$ cat config.mk
export PLATFORM = sky130hd
export DESIGN_NAME = multicycle_control
export DESIGN_NICKNAME = d
export VERILOG_FILES = /design/src/rtl/ctrl_pkg.sv /design/src/rtl/ctrl_decode.sv /design/src/rtl/multicycle_control.sv
export SDC_FILE = /design/constraint.sdc
export NUM_CORES = 1
export LEC_CHECK = 0
export BUFFER_PORTS_ARGS = -buffer_cell sky130_fd_sc_hd__buf_2
export CAP_MARGIN = 10
export CORE_AREA = 10 10 47 49
export DETAILED_ROUTE_END_ITERATION = 7
export DIE_AREA = 0 0 57 59
export MAX_ROUTING_LAYER = met4
export SLEW_MARGIN = 15
export SYNTH_ARGS = -nofsm -noshare
export SYNTH_HDL_FRONTEND = slang
export SYNTH_HIERARCHICAL = 1
export SYNTH_SLANG_ARGS = --single-unit
export TNS_END_PERCENT = 10
$ cat constraint.sdc
create_clock -name Clk -period 1.8 [get_ports Clk]
set_clock_uncertainty 0.1 [all_clocks]
set_input_delay 0.18 -clock Clk [delete_from_list [all_inputs] [get_ports Clk]]
set_output_delay 0.18 -clock Clk [all_outputs]
set_load 0.02 [all_outputs]
$ cat src/rtl/ctrl_pkg.sv
// ctrl_pkg: shared types for the multicycle control unit.
// Holds the phase enum, the opcode map of the 8-opcode ISA and the
// instruction-class enum that the FSM branches on.
package ctrl_pkg;

    // One phase per clock; IDLE is where Done is reported.
    typedef enum logic [2:0] {
        IDLE   = 3'd0,
        FETCH  = 3'd1,
        DECODE = 3'd2,
        EXEC   = 3'd3,
        MEM    = 3'd4,
        WB     = 3'd5
    } state_t;

    // Opcode map (low three bits of the instruction register).
    localparam int OP_ADD = 0;
    localparam int OP_BEQ = 1;
    localparam int OP_SB  = 2;
    localparam int OP_LBU = 3;
    localparam int OP_XOR = 4;
    localparam int OP_OR  = 5;
    localparam int OP_AND = 6;
    localparam int OP_SRL = 7;

    // Instruction classes: register ALU op, branch, store, load.
    typedef enum logic [1:0] {
        CLS_R  = 2'd0,
        CLS_BR = 2'd1,
        CLS_ST = 2'd2,
        CLS_LD = 2'd3
    } iclass_t;

endpackage

$ cat src/rtl/ctrl_decode.sv
// ctrl_decode: maps a latched opcode to its instruction class.
// Any opcode with bits set above bit 2 (only possible when MCW > 3)
// is treated as a register-type ALU instruction.
module ctrl_decode
    import ctrl_pkg::*;
#(
    parameter int MCW = 3
) (
    input  logic [MCW-1:0] op,
    output iclass_t        cls
);

    logic [2:0] op_low;
    logic       upper_nz;

    generate
        if (MCW > 3) begin : g_wide
            assign op_low   = op[2:0];
            assign upper_nz = |op[MCW-1:3];
        end else begin : g_narrow
            assign op_low   = 3'(op);
            assign upper_nz = 1'b0;
        end
    endgenerate

    // Class lookup; everything that is not beq/sb/lbu runs as R-type.
    always_comb begin
        cls = CLS_R;
        if (!upper_nz) begin
            case (op_low)
                3'(OP_BEQ): cls = CLS_BR;
                3'(OP_SB):  cls = CLS_ST;
                3'(OP_LBU): cls = CLS_LD;
                default:    cls = CLS_R;
            endcase
        end
    end

endmodule

$ cat src/rtl/multicycle_control.sv
// multicycle_control: sequences each instruction through
// FETCH/DECODE/EXEC/MEM/WB, one phase per clock, and drives the datapath
// strobes. The opcode is captured in DECODE so later changes on instr are
// ignored. Optional macro CTRL_PERF_EN adds InstrCount/StallCount counters.
module multicycle_control
    import ctrl_pkg::*;
#(
    parameter int              OPW        = 3,
    parameter int              MCW        = 3,
    parameter logic [OPW-1:0]  ALUOP_PASS = {OPW{1'b1}}
) (
    input  logic           Clk,
    input  logic           Reset,
    input  logic           Start,
    input  logic           Halt,
    input  logic [MCW-1:0] instr,
    input  logic           Zero,
    input  logic           mem_ready,
    output logic           PCWrite,
    output logic           IRWrite,
    output logic           Branch,
    output logic           MemRead,
    output logic           MemWrite,
    output logic           MemtoReg,
    output logic           ALUSrc,
    output logic           RegWrite,
    output logic [OPW-1:0] ALUOp,
    output logic           Done
`ifdef CTRL_PERF_EN
    ,
    output logic [31:0]    InstrCount,
    output logic [31:0]    StallCount
`endif
);

    state_t         state_reg;
    state_t         state_next;
    logic [MCW-1:0] op_reg;
    iclass_t        op_class;

    ctrl_decode #(.MCW(MCW)) u_decode (
        .op  (op_reg),
        .cls (op_class)
    );

    // State and opcode registers; reset wins over any phase, aborting MEM.
    always_ff @(posedge Clk) begin
        if (Reset) begin
            state_reg <= IDLE;
            op_reg    <= '0;
        end else begin
            state_reg <= state_next;
            if (state_reg == DECODE) begin
                op_reg <= instr;
            end
        end
    end

    // Next-phase selection.
    always_comb begin
        state_next = state_reg;
        case (state_reg)
            IDLE: begin
                if (Start) begin
                    state_next = FETCH;
                end
            end
            FETCH: begin
                state_next = Halt ? IDLE : DECODE;
            end
            DECODE: begin
                state_next = EXEC;
            end
            EXEC: begin
                case (op_class)
                    CLS_BR:         state_next = FETCH;
                    CLS_ST, CLS_LD: state_next = MEM;
                    default:        state_next = WB;
                endcase
            end
            MEM: begin
                // Wait indefinitely for the memory handshake.
                if (mem_ready) begin
                    state_next = (op_class == CLS_LD) ? WB : FETCH;
                end
            end
            WB: begin
                state_next = FETCH;
            end
            default: begin
                state_next = IDLE;
            end
        endcase
    end

    // Datapath strobes decoded from phase and latched opcode.
    always_comb begin
        PCWrite  = 1'b0;
        IRWrite  = 1'b0;
        Branch   = 1'b0;
        MemRead  = 1'b0;
        MemWrite = 1'b0;
        MemtoReg = 1'b0;
        ALUSrc   = 1'b0;
        RegWrite = 1'b0;
        ALUOp    = ALUOP_PASS;
        Done     = 1'b0;
        case (state_reg)
            IDLE: begin
                Done = 1'b1;
            end
            FETCH: begin
                // A halt request suppresses the instruction fetch entirely.
                if (!Halt) begin
                    IRWrite = 1'b1;
                    PCWrite = 1'b1;
                end
            end
            EXEC: begin
                ALUOp = OPW'(op_reg);
                if (op_class == CLS_BR) begin
                    Branch  = 1'b1;
                    PCWrite = Zero;
                end
                if (op_class == CLS_ST || op_class == CLS_LD) begin
                    ALUSrc = 1'b1;
                end
            end
            MEM: begin
                MemWrite = (op_class == CLS_ST);
                MemRead  = (op_class == CLS_LD);
            end
            WB: begin
                RegWrite = 1'b1;
                MemtoReg = (op_class == CLS_LD);
            end
            default: begin
            end
        endcase
    end

`ifdef CTRL_PERF_EN
    logic instr_done;
    logic mem_stall;

    assign instr_done = (state_reg == EXEC || state_reg == MEM || state_reg == WB)
                        && (state_next == FETCH);
    assign mem_stall  = (state_reg == MEM) && !mem_ready;

    // Retired-instruction and memory-stall counters; both wrap naturally.
    always_ff @(posedge Clk) begin
        if (Reset) begin
            InstrCount <= '0;
            StallCount <= '0;
        end else begin
            if (instr_done) begin
                InstrCount <= InstrCount + 32'd1;
            end
            if (mem_stall) begin
                StallCount <= StallCount + 32'd1;
            end
        end
    end
`endif

endmodule

# Yosys cells after proc, flatten, opt, wreduce, memory -nomap -nowiden

Cells that the tools add are included.

Eq/ne operators: 13
Multiplexer cells: 21
Reduce and logical (&&, ||, !) cells: 4

Operator list:

| kind                                                             | number |
|---|---|
| 3-bit case mux with 6 select lines                               | 1 |
| 3-bit by 2-bit == test with 1-bit output (second input constant) | 4 |
| 1-bit 2-to-1 mux                                                 | 12 |
| 3-bit 2-to-1 mux                                                 | 4 |
| 3-bit by 1-bit == test with 1-bit output (second input constant) | 2 |
| 3-bit == test (second input constant)                            | 2 |
| 2-bit case mux with 3 select lines                               | 1 |
| 3-bit case mux with 2 select lines                               | 1 |
| 2-bit == test (second input constant)                            | 2 |
| 2-bit != test (second input constant)                            | 2 |
| 3-bit zero test                                                  | 1 |
| 2-bit by 1-bit == test with 1-bit output (second input constant) | 1 |
| 2-bit 2-to-1 mux                                                 | 1 |
| 1-bit case mux with 2 select lines                               | 1 |
| 2-bit AND reduction                                              | 1 |
| 2-bit OR reduction                                               | 1 |
| 1-bit logical OR                                                 | 1 |

Flip-flop bits (word level): 6
Bits of input ports: 9
Output and inout port bits: 12
Logic and storage cells: 40

# Depth between registers and ports, before layout

Word-level depth: 6
Mapped depth: 4
Mapped depth without buffers: 4

# Modules after synthesis

Netlist, hierarchy kept.

Modules (own cells, without submodules):

| module             | instances | cells an instance | area an instance (um^2) | seq. area each (um^2) |
|---|---|---|---|---|
| multicycle_control | 1         | 46                | 387.9                   | 120.1 |
| ctrl_decode        | 1         | 2                 | 12.5                    | 0.0 |

# Worst setup path after synthesis

OpenSTA, ideal clock, no wires.

Path kind: reg2out
Start point: reg state_reg[0]
End point: out MemWrite
Arrival time: 1,402 ps
Required time: 1,520 ps
Setup slack: 118 ps
Stages on the path, launching flop included: 4
Buffers on the path: 1
Cell sequence: dfxtp_1 > buf_2 > or3b_1 > nor3b_1

Longest elaborated chain between the ends: 2

RTL lines:

| element                | RTL line                  | RTL |
|---|---|---|
| start, declared        | multicycle_control.sv:36  | `state_t state_reg;` |
| start signal, assigned | multicycle_control.sv:52  | `state_reg <= state_next;` |
| 3-bit == test          | multicycle_control.sv:108 | `case (state_reg)` |
| 1-bit 2-to-1 mux       | multicycle_control.sv:108 |  |
| end, declared          | multicycle_control.sv:23  | `output logic MemWrite,` |

Every way passes these cells.

# Worst setup path after layout

Start point: reg state_reg[2]
End point: out ALUOp[0]

Longest elaborated chain between the ends: 2

RTL lines:

| element                                  | RTL line                  | RTL |
|---|---|---|
| 3-bit by 2-bit == test with 1-bit output | multicycle_control.sv:108 |  |
| 3-bit 2-to-1 mux                         | multicycle_control.sv:108 |  |
| end, declared                            | multicycle_control.sv:27  | `output logic [OPW-1:0] ALUOp,` |

Every way passes these cells.

==> reports/results.tsv <==
stage	metric	value	unit
detailed_routing	wirelength	1.070	mm
timing	fin_crit	1.673	ns
final_layout	n_antenna_cell	0	
clock_tree	htreeDepth	1	
setup_path	worstSetupStartpointType	flip-flop	
job	drv_cap	0	
outcome	status	finished, final reports clean	
timing	hold_viol	0	
clock_tree	cts_tree	yes	
detailed_routing	vias	411	
synth	synthCells	48	
synth	syn_avg_cell_area	8.341	um^2
clock_tree	root_buffer	clkbuf_4	
grt	grt.total_usage	7.121	%
final_layout	syn_to_final_growth	40.94	%
floorplan	core_region_area	1401	um^2
synth	ys.flop_type	dfxtp_1	
final_layout	fin_cells	87	
grt	grt_max_degree	10	
clock_tree	cts_sinks	6	
grt	grt_overflow	0	
place	dp_slack	0.2621	ns
timing	finalSetupViolCount	0	
grt	first_global_vias	436	
detailed_routing	wl_per_cell	12.30	um
timing	min_period_over_period	92.96	%
floorplan	pin_count	21	
setup_path	rr_startpoint	state_reg[1]	
timing	worstMarginPinSlew	0.5356	ns
pwr	p_per_area	629.6	nW/um^2
timing	slew_headroom	63.37	%
synth	ys_seq_area_share	30.00	%
setup_path	cp-end-kind	output pin	
setup_path	worst_ep_arrival_time	1.39	ns
synth	synth_edf_count	0	
setup_path	regToRegSetupSlack	0.33	ns
final_layout	drive_gt1_share	52.11	%
synth	synth_warnings	6	
synth	synth-seq-cells	6	
setup_path	crit_path_end	ALUOp[0]	
synth	syn_area	400.4	um^2
setup_path	reg2reg_to	state_reg[0]	
detailed_routing	firstDrtPassIters	4	
synth	synthArstFlopShare	0	%
setup_path	r2r_cells	3	
pwr	power	0.3553	mW
synth	syn-num-nets	57	
timing	max_freq	597.6	MHz
floorplan	chipHeight	59	um
setup_path	critPathRequiredTime	1.52	ns
grt	grt_pass1_wl	1.883	mm
detailed_routing	vias_per_cell	4.724	
timing	holdWs	0.07901	ns
floorplan	start_util	28.57	%
floorplan	dieArea	3363	um^2
setup_path	cp_max_fo	9	
synth	synth_cell_types	24	
timing	rsz0062_at_grt	false	
detailed_routing	drc	0	
clock_tree	clkLatencyLatePin	0.24	ns
grt	antenna_found_initial	0	
detailed_routing	ant_nets	0	
pwr	ir_drop	0.3356	mV
clock_tree	clk_path_buf_depth	2	
place	port_buffers	20	
place	placed_cells	84	
timing	slew_violations	0	
setup_path	crit_type	flip-flop to output pin	
clock_tree	cts_buffers	3	
timing	setup_slack	0.1266	ns
floorplan	die_x	57	um
worst_hold_path	hold_path_class	input pin to flip-flop	
timing	fin_tns_setup	0	ns
setup_path	crit_start	state_reg[2]	
place	gp_congestion	0.7800	
floorplan	num_rows	14	
place	dp.final_hpwl	892.5	um
clock_tree	clk_pin_slew	0.04	ns
clock_tree	cts_setup_buffers	0	
detailed_routing	drt_iter0_drc	5	
pwr	leakage	0.2458	nW
final_layout	nets	82	
==> cells in the final DEF, fill, tap and decap left out, types with 2 or more instances in the layout <==
master / count
nor3_1: 3
dfxtp_2: 3
nor2_1: 6
nand2_1: 3
dfxtp_1: 3
mux2i_1: 4
or2_2: 3
buf_4: 2
nand2b_1: 2
clkbuf_4: 3
buf_2: 20
nor3b_2: 2
and2_1: 2
nor2b_1: 2
==> cells in the mapped netlist (2+ instances only) <==
cell type	count	area, um^2
dfxtp_1	6	120.1
nor2_1	6	22.52
mux2i_1	4	40.04
nand2_1	3	11.26
nor2b_1	3	18.77
nor3_1	3	15.01
or2_2	3	18.77
and2_1	2	12.51
nand2b_1	2	12.51
nor3b_1	2	15.01
==> metal layers <==
metal | share of wire (%) | wire length, um | global-route usage, %
met1 | 42 | 452 | 7.279
met2 | 49 | 524 | 10.85
met3 | 6.4 | 69 | 3.004
met4 | 2.1 | 23 | 5.034
met5 | 0 | 0 | -
==> cell families (layout without fill, tap and decap cells) <==
| logic type | Yosys count | after routing | synth area share [%] |
|---|---|---|---|
| buf+inv | 3 | 26 | 3.122 |
| simple gates | 30 | 30 | 44.06 |
| mux | 4 | 4 | 10.00 |
| compound gates | 5 | 5 | 12.82 |
| flops | 6 | 6 | 30.00 |
==> area by class of cell <==
cell class	instances	area [um^2]
tap	16	20.02
timing repair buffer	22	115.1
clock buffer	3	22.52
multi-input combinational	39	279.0
inverter	1	3.754
sequential	6	123.9
fill	165	837.1
==> critical path: stages (launching register included) <==
cell and delay (ns):
dfxtp_2 0.35, and2b_2 0.26, nand2_1 0.10, or2_2 0.28
buf_2 0.16
==> worst min-delay path by stage <==
stage | cells past startpoint | startpoint | slack [ns] | to
after floorplan | 1 | Reset | 0.15 | op_reg[0]
after global placement | 3 | instr[0] | 0.32 | op_reg[0]
after detailed placement | 3 | instr[1] | 0.33 | op_reg[1]
after CTS | 3 | instr[1] | 0.07 | op_reg[1]
after global routing | 2 | Reset | 0.09 | op_reg[1]
final | 3 | instr[1] | 0.08 | op_reg[1]
==> stage by stage <==
step	util, %	cell area (um^2)
after floorplan	-	400.4
after global placement	37.59	526.8
after detailed placement	37.59	526.8
after CTS	39.38	551.8
after global routing	40.27	564.3
final	40.27	564.3
==> where the power goes <==
group | total [mW] | internal (mW) | switching (mW) | leakage [nW]
Clock | 0.120 | 0.0752 | 0.0449 | 0.0138
Sequential | 0.154 | 0.142 | 0.0123 | 0.0501
Combinational | 0.0808 | 0.0390 | 0.0418 | 0.182
Total | 0.355 | 0.256 | 0.0990 | 0.246
==> what timing repair did <==
item | in CTS | in global routing
resized for setup | 2 | 5
hold buffers | 0 | 0
endpoints found under the setup margin | 4 | 5
Note: power is estimated with default switching activity, not from simulation.
